--- src/rtl/gate_arb_pkg.sv ---
// gate_arb_pkg: opcode and FSM state encodings shared by the gate-op arbiter.
package gate_arb_pkg;
  typedef enum logic [1:0] {
    OP_AND  = 2'b00,
    OP_OR   = 2'b01,
    OP_XOR  = 2'b10,
    OP_NAND = 2'b11
  } op_t;
  typedef enum logic [1:0] {
    ST_IDLE = 2'b00,
    ST_EXEC = 2'b01,
    ST_RESP = 2'b10
  } state_t;
endpackage

--- src/rtl/gate_logic_unit.sv ---
// gate_logic_unit: combinational opcode-selected bitwise AND/OR/XOR/NAND.
module gate_logic_unit
  import gate_arb_pkg::*;
#(
  parameter int WIDTH = 8
) (
  input  op_t              op,
  input  logic [WIDTH-1:0] a,
  input  logic [WIDTH-1:0] b,
  output logic [WIDTH-1:0] y
);
  always_comb
    y = op == OP_AND ? a & b :
        op == OP_OR  ? a | b :
        op == OP_XOR ? a ^ b : ~(a & b);
endmodule

--- src/rtl/gate_op_arbiter.sv ---
// gate_op_arbiter: round-robin sharing of one registered logic unit among NUM_REQ requesters.
// Define GATE_ARB_LOCK_EN to add the lock port that lets the last winner keep ownership.
module gate_op_arbiter
  import gate_arb_pkg::*;
#(
  parameter  int NUM_REQ = 4,
  parameter  int WIDTH   = 8,
  localparam int IDW     = $clog2(NUM_REQ)
) (
  input  logic                     clk,
  input  logic                     rst,
  input  logic [NUM_REQ-1:0]       req,
  input  logic [2*NUM_REQ-1:0]     op,
  input  logic [WIDTH*NUM_REQ-1:0] a,
  input  logic [WIDTH*NUM_REQ-1:0] b,
`ifdef GATE_ARB_LOCK_EN
  input  logic [NUM_REQ-1:0]       lock,
`endif
  output logic [NUM_REQ-1:0]       gnt,
  output logic                     rsp_valid,
  output logic [IDW-1:0]           rsp_id,
  output logic [WIDTH-1:0]         rsp_data
);
  state_t           state;
  logic [IDW-1:0]   ptr;
  logic [IDW-1:0]   win;
  op_t              op_q;
  logic [WIDTH-1:0] a_q;
  logic [WIDTH-1:0] b_q;
  logic [WIDTH-1:0] res;

  // Scan downward from the farthest slot so the nearest set request after ptr wins.
  always_comb begin
    win = ptr;
    for (int k = NUM_REQ; k >= 1; k--)
      if (req[IDW'((int'(ptr) + k) % NUM_REQ)]) win = IDW'((int'(ptr) + k) % NUM_REQ);
`ifdef GATE_ARB_LOCK_EN
    if (req[ptr] && lock[ptr]) win = ptr;
`endif
  end

  gate_logic_unit #(.WIDTH(WIDTH)) u_glu (
    .op(op_q),
    .a (a_q),
    .b (b_q),
    .y (res)
  );

  always_ff @(posedge clk or posedge rst) begin
    if (rst) begin
      state     <= ST_IDLE;
      ptr       <= IDW'(NUM_REQ - 1);
      op_q      <= OP_AND;
      a_q       <= '0;
      b_q       <= '0;
      gnt       <= '0;
      rsp_valid <= 1'b0;
      rsp_id    <= '0;
      rsp_data  <= '0;
    end else begin
      gnt       <= '0;
      rsp_valid <= 1'b0;
      if (state == ST_EXEC) begin
        rsp_data  <= res;
        rsp_id    <= ptr;
        rsp_valid <= 1'b1;
        state     <= ST_RESP;
      end else if (|req) begin
        ptr   <= win;
        op_q  <= op_t'(op[2*win +: 2]);
        a_q   <= a[WIDTH*win +: WIDTH];
        b_q   <= b[WIDTH*win +: WIDTH];
        gnt   <= NUM_REQ'(1) << win;
        state <= ST_EXEC;
      end else begin
        state <= ST_IDLE;
      end
    end
  end
endmodule
--- config.mk ---
export PLATFORM = sky130hd
export DESIGN_NAME = gate_op_arbiter
export DESIGN_NICKNAME = d
export VERILOG_FILES = /design/src/rtl/gate_arb_pkg.sv /design/src/rtl/gate_logic_unit.sv /design/src/rtl/gate_op_arbiter.sv
export SDC_FILE = /design/constraint.sdc
export NUM_CORES = 1
export LEC_CHECK = 0
export ABC_AREA = 1
export ABC_CLOCK_PERIOD_IN_PS = 5400
export BUFFER_PORTS_ARGS = -buffer_cell sky130_fd_sc_hd__buf_2
export CAP_MARGIN = 20
export CORE_UTILIZATION = 55
export DETAILED_ROUTE_END_ITERATION = 10
export PLACE_DENSITY = 0.9
export SYNTH_ARGS = -nofsm -noshare
export SYNTH_HDL_FRONTEND = slang
export SYNTH_SLANG_ARGS = --single-unit
--- constraint.sdc ---
create_clock -name clk -period 5.4 [get_ports clk]
set_input_delay 0.27 -clock clk [delete_from_list [all_inputs] [get_ports clk]]
set_output_delay 0.27 -clock clk [all_outputs]
set_load 0.1 [all_outputs]
After elaboration in Yosys (flattened, before gate mapping)
Cells that the tools add are included.

ROM bits: 0. Bits in latches: 0. Flip-flop bits (word level): 37. Bits of input ports: 78. Memories: 0. RAM bits: 0. Output and inout port bits: 15.

Muxes and demuxes: 24. Div/mod/pow operators: 0. Reduce and logical (&&, ||, !) cells: 3. Shift operators: 4. Eq/ne operators: 3. $add $sub $neg: 4. Magnitude comparators: 4. Multiply operators: 0. Bitwise gates (word level): 5.

Operators by type and width (count): 32-bit by 6-bit variable part select with 8-bit output (2); 8-bit two-way mux (3); 2-bit by 4-bit less-than comparator with 1-bit output, second input constant (4); 1-bit two-way mux (10); 2-bit two-way mux (5); 8-bit bitwise AND (1); 1-bit binary-select mux with 2-bit select (4); 4-bit two-way mux (2); 8-bit inverter (1); 8-bit OR (1); 8-bit by 4-bit variable part select with 2-bit output (1); 8-bit bitwise XOR (1); 2-bit by 1-bit adder with 2-bit output, second input constant (2); 2-bit adder, second input constant (2); 2-bit by 1-bit equality test with 1-bit output, second input constant (2); 4-bit OR reduction (1); 1-bit by 2-bit << shifter with 4-bit output, first input constant (1); 2-bit equality test, second input constant (1); 2-bit logical NOT (1); 2-bit AND reduction (1); 1-bit inverter (1).

Longest topological paths before layout
Depth after elaboration: 11. Gate-level depth with buffers: 18. Gate-level depth less buffers: 16.

Cells and area by module
Synthesis repeated with hierarchy kept, for this count alone.

Cells, all modules: 478. Area, all modules: 2922.8 sq um.

Modules (own cells, without submodules): gate_op_arbiter (sequential area each 903.4 sq um, area each 2356.0 sq um, instances 1, cells an instance 377); gate_logic_unit (sequential area each 0.0 sq um, area each 566.8 sq um, instances 1, cells an instance 101).

Least setup slack after synthesis
No wires, ideal clock.

Path type: reg-to-reg. Start point: register, netlist name rsp_valid. End point: register a_q[7]. Slack: 3451 ps. Setup time: 66 ps. Arrival: 1883 ps. Cell stages (with the launch flop): 7. Path through: dfrtp_1 -> nor2_1 -> nor2_1 -> clkbuf_1 -> clkbuf_1 -> nand2_1 -> nand2_1.

RTL lines: end signal, assigned (RTL line gate_op_arbiter.sv:71) `a_q <= a[WIDTH*win +: WIDTH];`; end, declared (RTL line gate_op_arbiter.sv:28) `logic [WIDTH-1:0] a_q;`.

Worst setup path in the final report
Start point: register ptr[0]. End point: register gnt[1].

Word-level cells in the longest chain between the ends: 11. Elaborated cells on any way between the ends: 23.

RTL lines: start, declared (RTL line gate_op_arbiter.sv:25) `logic [IDW-1:0] ptr;`; start signal, assigned (RTL line gate_op_arbiter.sv:52) `ptr <= IDW'(NUM_REQ - 1);`; start signal, assigned (RTL line gate_op_arbiter.sv:69) `ptr <= win;`; 2-bit by 1-bit adder with 2-bit output (RTL line gate_op_arbiter.sv:36) `if (req[IDW'((int'(ptr) + k) % NUM_REQ)]) win = IDW'((int'(ptr) + k) % NUM_REQ);`; 1-bit binary-select mux with 2-bit select (RTL line gate_op_arbiter.sv:36); 1-bit two-way mux (implied by the code) (2 in series) (RTL line gate_op_arbiter.sv:36); 2-bit two-way mux (3 in series) (RTL line gate_op_arbiter.sv:36); 2-bit two-way mux * (RTL line gate_op_arbiter.sv:36); 1-bit by 2-bit << shifter with 4-bit output * (RTL line gate_op_arbiter.sv:73) `gnt <= NUM_REQ'(1) << win;`; 4-bit two-way mux * (RTL line gate_op_arbiter.sv:68) `end else if (|req) begin`; 4-bit two-way mux * (RTL line gate_op_arbiter.sv:63) `if (state == ST_EXEC) begin`; end signal, assigned (RTL line gate_op_arbiter.sv:73); end, declared (RTL line gate_op_arbiter.sv:19) `output logic [NUM_REQ-1:0] gnt,`.

Every way passes the cells marked *; elsewhere a longest branch is shown, timed or not. The select of a mux whose other input is x is not followed. A chain may end at the register's enable or synchronous reset.

==> run_results.csv <==
group,metric,value,unit
outcome,status,"finished clean",
synth,synth-async-reset-ratio,100.0,%
global_route,grt_pass1_wl,11270,um
synth,ys_ff_latch,36,
route,via_count,2924,
global_route,antenna_found_initial,0,
final_layout,multi_input_area,0.001541,mm^2
timing,setup_tns,0,ps
synth,synth_cell_type_count,24,
route,wl,6598,um
clock_network,clkLatencyLatePin,290,ps
setup_path,rrSetupSlack,2770,ps
setup_path,cp_max_fo,21,
clock_network,cts_tree,"yes",
floorplanning,die_area,0.005465,mm^2
timing,finalMaxSlewViolations,0,
synth,avgSynthCellArea,6.337,um^2
global_route,grt_usage,26.30,%
clock_network,clock-root-buffer,"clkbuf_8",
floorplanning,die_y,73.93,um
timing,finalHoldViolations,0,
floorplanning,core_area,0.004848,mm^2
synth,synth.most_common_cell,"nand2_1",
route,drtPass1Iterations,5,
final_layout,area_growth_syn_to_layout,18.43,%
placement,dpl.hpwl,4981,um
synth,syn_nets,543,
timing,rsz0062_at_grt,"no",
synth,synth-seq-area-share,31.75,%
clock_network,cts_resized,0,
synth,yosys_warnings,0,
clock_network,cts_made_buffers,5,
floorplanning,rows,25,
route,ant_nets,0,
final_layout,nFillCells,422,
timing,fin_crit_sh,48.74,%
final_layout,register_area,903.4,um^2
clock_network,cts_setup_buffers,0,
synth,synth_edf_count,0,
route,wl_per_cell,11.09,um
timing,max_freq,0.3799,GHz
final_layout,drive_gt1_share,22.35,%
setup_path,startpoint_type,"flip-flop",
timing,skew,2.126,ps
synth,syn_area,0.002845,mm^2
setup_path,crit_path_end_kind,"flip-flop",
route,drc,0,
clock_network,path_clk_slew,70,ps
clock_network,htree_levels,2,
placement,gp_congestion,0.8426,
synth,synth.area.top_cells,"dfrtp_1 (30%), nand2_1 (25%), nand3_1 (9.7%)",
worst_hold_path,hold_class,"input port to async pin",
timing,fin_crit,2632,ps
timing,worst_slew_pin_slew,858.2,ps
global_route,grt_start_max_net_pins,41,
clock_network,clockBufferDepth,2,
timing,finalSetupViolations,0,
route,vias_per_cell,4.914,
final_layout,fin_nets,621,
timing,slew_headroom,42.78,%
clock_network,cts.sinks,36,
synth,synth-main-ff-cell,"dfrtp_1",
placement,io_buffer_count,92,
clock_network,cts_hold_buf,0,
global_route,grt_pass1_vias,2654,
floorplanning,ios,93,
final_layout,diodes,0,
synth,synth_top_area_share,29.90,%
setup_path,cp.required,5620,ps
synth,yosysTopAreaCell,"dfrtp_1",
synth,yosys-top-cells-count,"nand2_1 (188), inv_1 (63), nand3_1 (55), dfrtp_1 (34), a21oi_1 (17)",
setup_path,worstSetupPathType,"flip-flop to flip-flop",
floorplanning,die_w,73.93,um
setup_path,critPathArrivalTime,2860,ps
floorplanning,start_util,58.68,%
run,maxCapViolations,0,
global_route,grt_overflow,0,
synth,syn_inst,449,
route,drt_iter0_drc,148,
==> layout by cell type, fill, tap and decap left out, drive strengths merged, types with 2 or more instances in the layout <==
| cell type | instances |
|---|---|
| buf | 94 |
| inv | 67 |
| o211ai | 8 |
| clkbuf | 5 |
| ha | 16 |
| nand2 | 195 |
| nor2 | 14 |
| o21ai | 13 |
| nand3 | 56 |
| dfstp | 2 |
| dfrtp | 34 |
| nor3 | 2 |
| a21oi | 17 |
==> per-layer routing <==
| metal | vias up | share of wire [%] | track usage (%) |
|---|---|---|---|
| met1 | 1280 | 47 | 34.97 |
| met2 | 109 | 46 | 44.44 |
| li1 | 1529 | - | - |
| met4 | 0 | 1.1 | 7.479 |
| met5 | - | 0 | 0 |
| met3 | 6 | 5.1 | 3.841 |
==> cells by family (layout without fill, tap and decap cells) <==
family	count (synthesis)	count (layout)	synth area share, %
and+or+nand+nor	269	269	39.62
AOI/OAI and AO/OA	38	38	7.520
DFF	36	36	31.75
adders and majority gates	16	16	7.036
buffers and inverters	90	169	14.07
==> cell type report <==
class | count | area share [%]
clock buffers | 5 | 2.042
inverters | 67 | 7.538
well taps | 67 | 2.488
flip-flops and latches | 36 | 26.81
repair buffers | 94 | 14.11
multi-input cells | 323 | 45.75
clock inverters | 3 | 1.263
==> worst max-delay path: stages (launching register included) <==
cell and delay, ps:
dfstp_2 660, inv_4 90, nand2_1 80, nand2_1 80, nand2_1 100, nand2_1 50
nand2_1 60, nand2_1 60, o21ai_2 660, inv_2 310, nor2_1 230, inv_1 80
nor2_1 80
==> path summary, 6_finish.rpt <==
path / from / end / cells past startpoint
setup / recovery: ptr[0] / gnt[1] / 12
min in group clk: b[17] / b_q[1] / 7
hold / removal: rst / rsp_valid / 3
max in group asynchronous: rst / ptr[0] / 3
setup reg to reg: ptr[0] / gnt[1] / 12
hold reg to reg: rsp_id[0] / rsp_id[0] / 2
==> sequential cells by signal (all words and copies together), names as in the netlist <==
signal and cells:
op_q 2, b_q 8, gnt 4, a_q 8, ptr 2, rsp_id 2, state 1, rsp_data 8
rsp_valid 1
==> through the flow <==
| step | utilization, % | hold WS (ps) | setup WS, ps | cells | cell area, um^2 |
|---|---|---|---|---|---|
| floorplan | - | 435.5 | 3451 | 449 | 2845 |
| global placement | 67.20 | 386.4 | 2955 | 587 | 3258 |
| detailed placement | 67.20 | 394.5 | 2771 | 587 | 3258 |
| CTS | 69.50 | 80.95 | 2749 | 595 | 3369 |
| global route | 69.50 | 112.1 | 2524 | 595 | 3369 |
| finish | 69.50 | 63.44 | 2768 | 595 | 3369 |
Power is not shown: default switching activity piles up to over one toggle a cycle in this logic, so the estimate is an artifact.
